## config.mk

```make
export PLATFORM = sky130hd
export DESIGN_NAME = la_capture_ctrl_flat
export DESIGN_NICKNAME = d
export VERILOG_FILES = /design/src/rtl/la_pkg.sv /design/src/rtl/la_capture_ctrl_if.sv /design/src/rtl/la_trigger_match.sv /design/src/rtl/la_capture_ctrl.sv /design/src/flat_wrapper.sv
export SDC_FILE = /design/constraint.sdc
export NUM_CORES = 1
export LEC_CHECK = 0
export BUFFER_PORTS_ARGS = -buffer_cell sky130_fd_sc_hd__buf_2
export CAP_MARGIN = 20
export CORE_MARGIN = 8
export CORE_UTILIZATION = 45
export CTS_CLUSTER_DIAMETER = 100
export CTS_CLUSTER_SIZE = 28
export DETAILED_ROUTE_END_ITERATION = 10
export PLACE_DENSITY = 0.77
export SETUP_SLACK_MARGIN = 0.2
export SLEW_MARGIN = 20
export SYNTH_ARGS = -nofsm -noshare
export SYNTH_HDL_FRONTEND = slang
export SYNTH_SLANG_ARGS = --single-unit
```

## constraint.sdc

```tcl
create_clock -name PCI_CLK -period 2 [get_ports PCI_CLK]
set_input_delay 0.2 -clock PCI_CLK [delete_from_list [all_inputs] [get_ports PCI_CLK]]
set_output_delay 0.2 -clock PCI_CLK [all_outputs]
set_load 0.005 [all_outputs]
```

## src/rtl/la_pkg.sv

```systemverilog
// Shared definitions for the PCI logic-analyzer capture path.
// Holds the state encoding, default widths and the bus sample field layout.
package la_pkg;

  localparam int LA_SAMPLE_W = 48;
  localparam int LA_ADDR_W   = 8;

  typedef enum logic [1:0] {
    LA_IDLE    = 2'd0,
    LA_ARMED   = 2'd1,
    LA_CAPTURE = 2'd2,
    LA_DONE    = 2'd3
  } la_state_t;

  // Bit positions of the PCI signals inside one 48-bit sample
  localparam int LA_AD_MSB      = 47;
  localparam int LA_AD_LSB      = 16;
  localparam int LA_CBE_MSB     = 15;
  localparam int LA_CBE_LSB     = 12;
  localparam int LA_IRDYN_BIT   = 11;
  localparam int LA_TRDYN_BIT   = 10;
  localparam int LA_FRAMEN_BIT  = 9;
  localparam int LA_DEVSELN_BIT = 8;
  localparam int LA_CTRL_MSB    = 7;
  localparam int LA_CTRL_LSB    = 0;

endpackage

```

## src/rtl/la_capture_ctrl_if.sv

```systemverilog
// Bus bundle between the IO register file / delay line (master) and the
// capture controller (slave).
interface la_capture_ctrl_if #(
  parameter int SAMPLE_W = la_pkg::LA_SAMPLE_W,
  parameter int ADDR_W   = la_pkg::LA_ADDR_W
);

  logic [SAMPLE_W-1:0] sample_in;
  logic [SAMPLE_W-1:0] cfg_mask;
  logic [SAMPLE_W-1:0] cfg_value;
  logic [ADDR_W-1:0]   cfg_post;
  logic                cmd_arm;
  logic                cmd_abort;
  logic                ram_we;
  logic [ADDR_W-1:0]   ram_addr;
  logic [SAMPLE_W-1:0] ram_data;
  logic [ADDR_W-1:0]   trig_addr;
  logic                filled;
  logic                busy;
  logic                done;
  logic [1:0]          state_o;

  modport master (
    output sample_in, cfg_mask, cfg_value, cfg_post, cmd_arm, cmd_abort,
    input  ram_we, ram_addr, ram_data, trig_addr, filled, busy, done, state_o
  );

  modport slave (
    input  sample_in, cfg_mask, cfg_value, cfg_post, cmd_arm, cmd_abort,
    output ram_we, ram_addr, ram_data, trig_addr, filled, busy, done, state_o
  );

endinterface

```

## src/rtl/la_trigger_match.sv

```systemverilog
// Masked equality compare of one bus sample; a zero mask matches anything.
module la_trigger_match #(
  parameter int W = la_pkg::LA_SAMPLE_W
) (
  input  logic [W-1:0] i_sample,
  input  logic [W-1:0] i_mask,
  input  logic [W-1:0] i_value,
  output logic         o_match
);

  assign o_match = (((i_sample ^ i_value) & i_mask) == '0);

endmodule

```

## src/rtl/la_capture_ctrl.sv

```systemverilog
// Trigger/capture controller: circular pre-trigger fill of the acquisition
// RAM, then a programmed number of post-trigger samples.
module la_capture_ctrl
  import la_pkg::*;
#(
  parameter int SAMPLE_W = LA_SAMPLE_W,
  parameter int ADDR_W   = LA_ADDR_W
) (
  input  logic            PCI_CLK,
  input  logic            PCI_RSTn,
  la_capture_ctrl_if.slave bus
);

  la_state_t           r_state;
  la_state_t           w_state_next;
  logic                w_match;
  logic                w_write;
  logic                w_arm;
  logic                w_trigger;
  logic                r_ram_we;
  logic [ADDR_W-1:0]   r_ram_addr;
  logic [SAMPLE_W-1:0] r_ram_data;
  logic [ADDR_W-1:0]   r_trig_addr;
  logic                r_filled;
  logic [ADDR_W-1:0]   r_wr_ptr;
  logic [ADDR_W-1:0]   r_remaining;

  la_trigger_match #(.W(SAMPLE_W)) u_match (
    .i_sample (bus.sample_in),
    .i_mask   (bus.cfg_mask),
    .i_value  (bus.cfg_value),
    .o_match  (w_match)
  );

  // Abort outranks every other command, including a simultaneous arm
  assign w_write   = !bus.cmd_abort && (r_state == LA_ARMED || r_state == LA_CAPTURE);
  assign w_arm     = !bus.cmd_abort && bus.cmd_arm && (r_state == LA_IDLE || r_state == LA_DONE);
  assign w_trigger = !bus.cmd_abort && (r_state == LA_ARMED) && w_match;

  always_ff @(posedge PCI_CLK or negedge PCI_RSTn) begin
    if (!PCI_RSTn) begin
      r_state <= LA_IDLE;
    end else begin
      r_state <= w_state_next;
    end
  end

  always_comb begin
    w_state_next = r_state;
    if (bus.cmd_abort) begin
      w_state_next = LA_IDLE;
    end else begin
      case (r_state)
        LA_IDLE:    if (bus.cmd_arm) w_state_next = LA_ARMED;
        LA_ARMED:   if (w_match) w_state_next = (bus.cfg_post == '0) ? LA_DONE : LA_CAPTURE;
        LA_CAPTURE: if (r_remaining == ADDR_W'(1)) w_state_next = LA_DONE;
        LA_DONE:    if (bus.cmd_arm) w_state_next = LA_ARMED;
        default:    w_state_next = LA_IDLE;
      endcase
    end
  end

  always_ff @(posedge PCI_CLK or negedge PCI_RSTn) begin
    if (!PCI_RSTn) begin
      r_ram_we    <= 1'b0;
      r_ram_addr  <= '0;
      r_ram_data  <= '0;
      r_trig_addr <= '0;
      r_filled    <= 1'b0;
      r_wr_ptr    <= '0;
      r_remaining <= '0;
    end else begin
      r_ram_we <= w_write;
      if (w_write) begin
        r_ram_addr <= r_wr_ptr;
        r_ram_data <= bus.sample_in;
        r_wr_ptr   <= r_wr_ptr + ADDR_W'(1);
        if (&r_wr_ptr) r_filled <= 1'b1;
      end
      if (w_arm) begin
        r_wr_ptr <= '0;
        r_filled <= 1'b0;
      end
      // cfg_post is latched only here; later changes do not affect this capture
      if (w_trigger) begin
        r_trig_addr <= r_wr_ptr;
        r_remaining <= bus.cfg_post;
      end else if (w_write && r_state == LA_CAPTURE) begin
        r_remaining <= r_remaining - ADDR_W'(1);
      end
    end
  end

  assign bus.ram_we    = r_ram_we;
  assign bus.ram_addr  = r_ram_addr;
  assign bus.ram_data  = r_ram_data;
  assign bus.trig_addr = r_trig_addr;
  assign bus.filled    = r_filled;
  assign bus.busy      = (r_state == LA_ARMED) || (r_state == LA_CAPTURE);
  assign bus.done      = (r_state == LA_DONE);
  assign bus.state_o   = r_state;

endmodule
```

## src/flat_wrapper.sv

```systemverilog
// flat-port wrapper written by rule: the top's interface ports become plain ports
module la_capture_ctrl_flat import la_pkg::*;
#(
  parameter int SAMPLE_W = LA_SAMPLE_W,
  parameter int ADDR_W   = LA_ADDR_W
)
  (PCI_CLK, PCI_RSTn, bus_sample_in, bus_cfg_mask, bus_cfg_value, bus_cfg_post, bus_cmd_arm, bus_cmd_abort, bus_ram_we, bus_ram_addr, bus_ram_data, bus_trig_addr, bus_filled, bus_busy, bus_done, bus_state_o);
  la_capture_ctrl_if #(.SAMPLE_W(SAMPLE_W), .ADDR_W(ADDR_W)) bus_i ();
  input  logic PCI_CLK;
  input  logic PCI_RSTn;
  input wire logic [$bits(bus_i.sample_in)-1:0] bus_sample_in;
  input wire logic [$bits(bus_i.cfg_mask)-1:0] bus_cfg_mask;
  input wire logic [$bits(bus_i.cfg_value)-1:0] bus_cfg_value;
  input wire logic [$bits(bus_i.cfg_post)-1:0] bus_cfg_post;
  input wire logic [$bits(bus_i.cmd_arm)-1:0] bus_cmd_arm;
  input wire logic [$bits(bus_i.cmd_abort)-1:0] bus_cmd_abort;
  output wire logic [$bits(bus_i.ram_we)-1:0] bus_ram_we;
  output wire logic [$bits(bus_i.ram_addr)-1:0] bus_ram_addr;
  output wire logic [$bits(bus_i.ram_data)-1:0] bus_ram_data;
  output wire logic [$bits(bus_i.trig_addr)-1:0] bus_trig_addr;
  output wire logic [$bits(bus_i.filled)-1:0] bus_filled;
  output wire logic [$bits(bus_i.busy)-1:0] bus_busy;
  output wire logic [$bits(bus_i.done)-1:0] bus_done;
  output wire logic [$bits(bus_i.state_o)-1:0] bus_state_o;
  assign bus_i.sample_in = bus_sample_in;
  assign bus_i.cfg_mask = bus_cfg_mask;
  assign bus_i.cfg_value = bus_cfg_value;
  assign bus_i.cfg_post = bus_cfg_post;
  assign bus_i.cmd_arm = bus_cmd_arm;
  assign bus_i.cmd_abort = bus_cmd_abort;
  assign bus_ram_we = bus_i.ram_we;
  assign bus_ram_addr = bus_i.ram_addr;
  assign bus_ram_data = bus_i.ram_data;
  assign bus_trig_addr = bus_i.trig_addr;
  assign bus_filled = bus_i.filled;
  assign bus_busy = bus_i.busy;
  assign bus_done = bus_i.done;
  assign bus_state_o = bus_i.state_o;
  la_capture_ctrl #(.SAMPLE_W(SAMPLE_W), .ADDR_W(ADDR_W)) u_core (.PCI_CLK(PCI_CLK), .PCI_RSTn(PCI_RSTn), .bus(bus_i));
endmodule
```

==> flow_summary.json <==
{
  "synth_top_family_by_area": "simple AND/OR/NAND/NOR gates",
  "fmax_mhz": 568,
  "diodes": 0,
  "async_flop_share": 1.00,
  "start_util": 0.458,
  "grt_overflow": 0,
  "drv_cap": 0,
  "clock_sinks": 84,
  "final_area_mm2": 0.00578,
  "min_path_type": "input pin to flip-flop",
  "ys_warn_count": 0,
  "finalWirelength_mm": 13.8,
  "route.vias.total": 4004,
  "timing.final.crit_share": 0.880,
  "vdd_drop_max_mv": 0.542,
  "post_drt_wl_per_cell_um": 17.2,
  "critical_path.endpoint_type": "flip-flop",
  "clk_pin_slew_ns": 0.10,
  "hold_start": "bus_sample_in[13]",
  "fp-row-count": 35,
  "ys_top_cells_by_area": "dfrtp_1 (50%), nand2_1 (17%), xor2_1 (11%), a22oi_1 (4.3%), mux2_4 (3.6%)",
  "synthMuxAreaShare": 0.0568,
  "synth_simple_gate_area_frac": 0.219,
  "grt_pass1_wl_mm": 21.8,
  "fin_ws_ns": 0.241,
  "leakage_nw": 3.28,
  "pin_count": 226,
  "dp_cells": 784,
  "clock_path_buffers": 2,
  "clock-root-buffer": "clkbuf_8",
  "cts_tree": "yes",
  "via_per_inst": 5.00,
  "fin_nets": 847,
  "cp.arrival_ns": 1.99,
  "grt_max_degree": 48,
  "rsz0062_at_grt": "true",
  "slew_headroom": 0.660,
  "synth_edf_count": 0,
  "synthFlopType": "dfrtp_1",
  "dr.first_iter.drc_count": 231,
  "antenna_found_initial": 1,
  "ant_nets": 0,
  "ys_seq_area_frac": 0.502,
  "multi_input_area_mm2": 0.00207,
  "die_area_mm2": 0.0127,
  "p_total_mw": 6.66,
  "drive_gt1_frac": 0.410,
  "drtPass1Iterations": 4,
  "ys_ff_latch": 84,
  "critPathMaxFanout": 7,
  "clock_latency_ns": 0.35,
  "crit_type": "flip-flop to flip-flop",
  "r2r-start": "u_core.bus.state_o[0]$_DFFE_PN0P_",
  "slew_viol_final": 0,
  "drc": 0,
  "fillers": 766,
  "power_density_mw_per_mm2": 1150,
  "tightest_slew_ns": 0.511,
  "skew_ns": 0.0165,
  "syn-cell-area_mm2": 0.00419,
  "timing.final.crit_period_ns": 1.76,
  "cp-start-kind": "flip-flop",
  "dp.final_hpwl_mm": 11.1,
  "coreArea_mm2": 0.00915,
  "syn_area_per_cell_um2": 9.27,
  "gp_congestion": 0.902,
  "die_h_um": 112,
  "port-buffer-count": 225,
  "postSynthCellCount": 452,
  "synth_top_cell_area_share": 0.502,
  "fin_cells": 801,
  "final-seq-area_mm2": 0.00210,
  "place_ws_ns": -0.131,
  "grt_pass1_vias": 4313,
  "grt_usage": 0.217,
  "status": "completed",
  "synth_fa_ha_area_frac": 0.0179,
  "syn_to_final_growth_pct": 37.9,
  "cp_data_required_time_ns": 2.23,
  "dieWidth_um": 112,
  "cts_buffers": 9,
  "synth_xor_area_frac": 0.113,
  "placed_area_mm2": 0.00551,
  "yosys.area.top_type": "dfrtp_1",
  "finalSetupTns_ns": 0,
  "synth_nets": 614,
  "worstSetupStartpoint": "u_core.bus.state_o[0]$_DFFE_PN0P_",
  "finalSetupViolCount": 0,
  "synth_compound_area_frac": 0.0690,
  "htreeDepth": 3,
  "synth_cell_types": 33,
  "hold_viol_final": 0,
  "postCtsSetupBuffers": 0
}
[layout by cell type, fill, tap and decap left out, types with 3 or more instances in the layout]
| cell | netlist | routed |
|---|---|---|
| xnor2_1 | 3 | 3 |
| buf_2 | 0 | 224 |
| a22oi_1 | 24 | 23 |
| ha_1 | 6 | 5 |
| o21ai_0 | 8 | 8 |
| a31oi_1 | 5 | 3 |
| xor2_1 | 51 | 51 |
| clkbuf_8 | 0 | 9 |
| nand2_1 | 187 | 186 |
| mux2_4 | 10 | 10 |
| nand4_1 | 8 | 8 |
| inv_1 | 8 | 7 |
| buf_4 | 0 | 6 |
| nand3_1 | 7 | 7 |
| nor4_2 | 0 | 3 |
| mux2_2 | 6 | 6 |
| dfrtp_1 | 84 | 84 |
| nor2_1 | 7 | 6 |
[cells by family (layout without fill, tap and decap cells)]
family          Yosys count  count (layout)
xor+xnor                 54              54
compound gates           42              42
flops                    84              84
mux                      18              18
fa+ha+maj                 6               6
simple gates            225             225
buf+inv                  23             261
[sequential cells by signal, summed over array words and instances, names as in the netlist]
name / cells
u_core.r_wr_ptr: 8
u_core.bus.ram_addr: 8
u_core.bus.trig_addr: 8
u_core.bus.ram_data: 48
u_core.bus.filled: 1
u_core.bus.ram_we: 1
u_core.bus.state_o: 2
u_core.r_remaining: 8
[timing repair]
action / in CTS / in global routing
endpoints found under the hold margin: 37 / 0
hold buffers: 1 / 0
resized for setup: 5 / 13
pin swaps: 0 / 3
setup endpoints to repair: 4 / 65
[per-stage QoR]
step	hold slack, ns	utilization
4_1_cts	0.0425	0.625
5_1_grt	0.0581	0.631
6_report	0.0577	0.631
2_1_floorplan	-0.0956	-
3_5_place_dp	0.198	0.602
3_3_place_gp	0.195	0.602
[Yosys cell counts, types with 2 or more instances]
master and n:
a22oi_1 24, a31oi_1 5, clkbuf_1 13, dfrtp_1 84, ha_1 6, inv_1 8
mux2_2 6, mux2_4 10, mux2i_1 2, nand2_1 187, nand3_1 7, nand4_1 8
nor2_1 7, nor4_1 6, o21ai_0 8, or4_1 2, xnor2_1 3, xor2_1 51
[report_power, final]
group / internal [mW] / switching (mW) / total [mW]
registers: 2.33 / 0.433 / 2.76
clock network: 0.461 / 0.628 / 1.09
logic: 1.23 / 1.57 / 2.81
total: 4.02 / 2.64 / 6.66
[metal layers]
layer  share of wire  vias to the layer above  track usage
li1                -                     1961            -
met1            0.39                     1874        0.251
met2            0.52                      152        0.377
met3           0.074                       15       0.0698
met4          0.0085                        2       0.0576
met5         0.00094                        -            0
[final cells by class]
class                      count  share of cell area
clock buffer                  10              0.0221
clock inverter                 6             0.00801
multi-input combinational    345               0.359
sequential                    84               0.364
inverter                       9             0.00628
tap                          111              0.0240
timing repair buffer         236               0.217
[critical path, stage by stage, from the launching register on]
cell      delay, ns
dfrtp_1        0.38
inv_1          0.09
ha_2           0.21
nand2b_4       0.09
or3_4          0.35
nor4_2         0.17
xor2_1         0.10
mux2_4         0.26
[final timing paths]
path | to | cells past startpoint | slack, ns
worst max register to register | u_core.r_remaining[6]$_DFFE_PN0P_ | 7 | 0.24
min in group asynchronous | u_core.r_remaining[6]$_DFFE_PN0P_ | 2 | 0.36
max in group asynchronous | u_core.bus.state_o[1]$_DFFE_PN0P_ | 3 | 1.01
worst min register to register | u_core.bus.ram_addr[6]$_DFFE_PN0P_ | 2 | 0.48
worst max-delay path | u_core.r_remaining[6]$_DFFE_PN0P_ | 7 | 0.24
worst min-delay path | u_core.bus.ram_data[13]$_DFFE_PN0P_ | 3 | 0.06
Power figures use the tool's default switching activity.
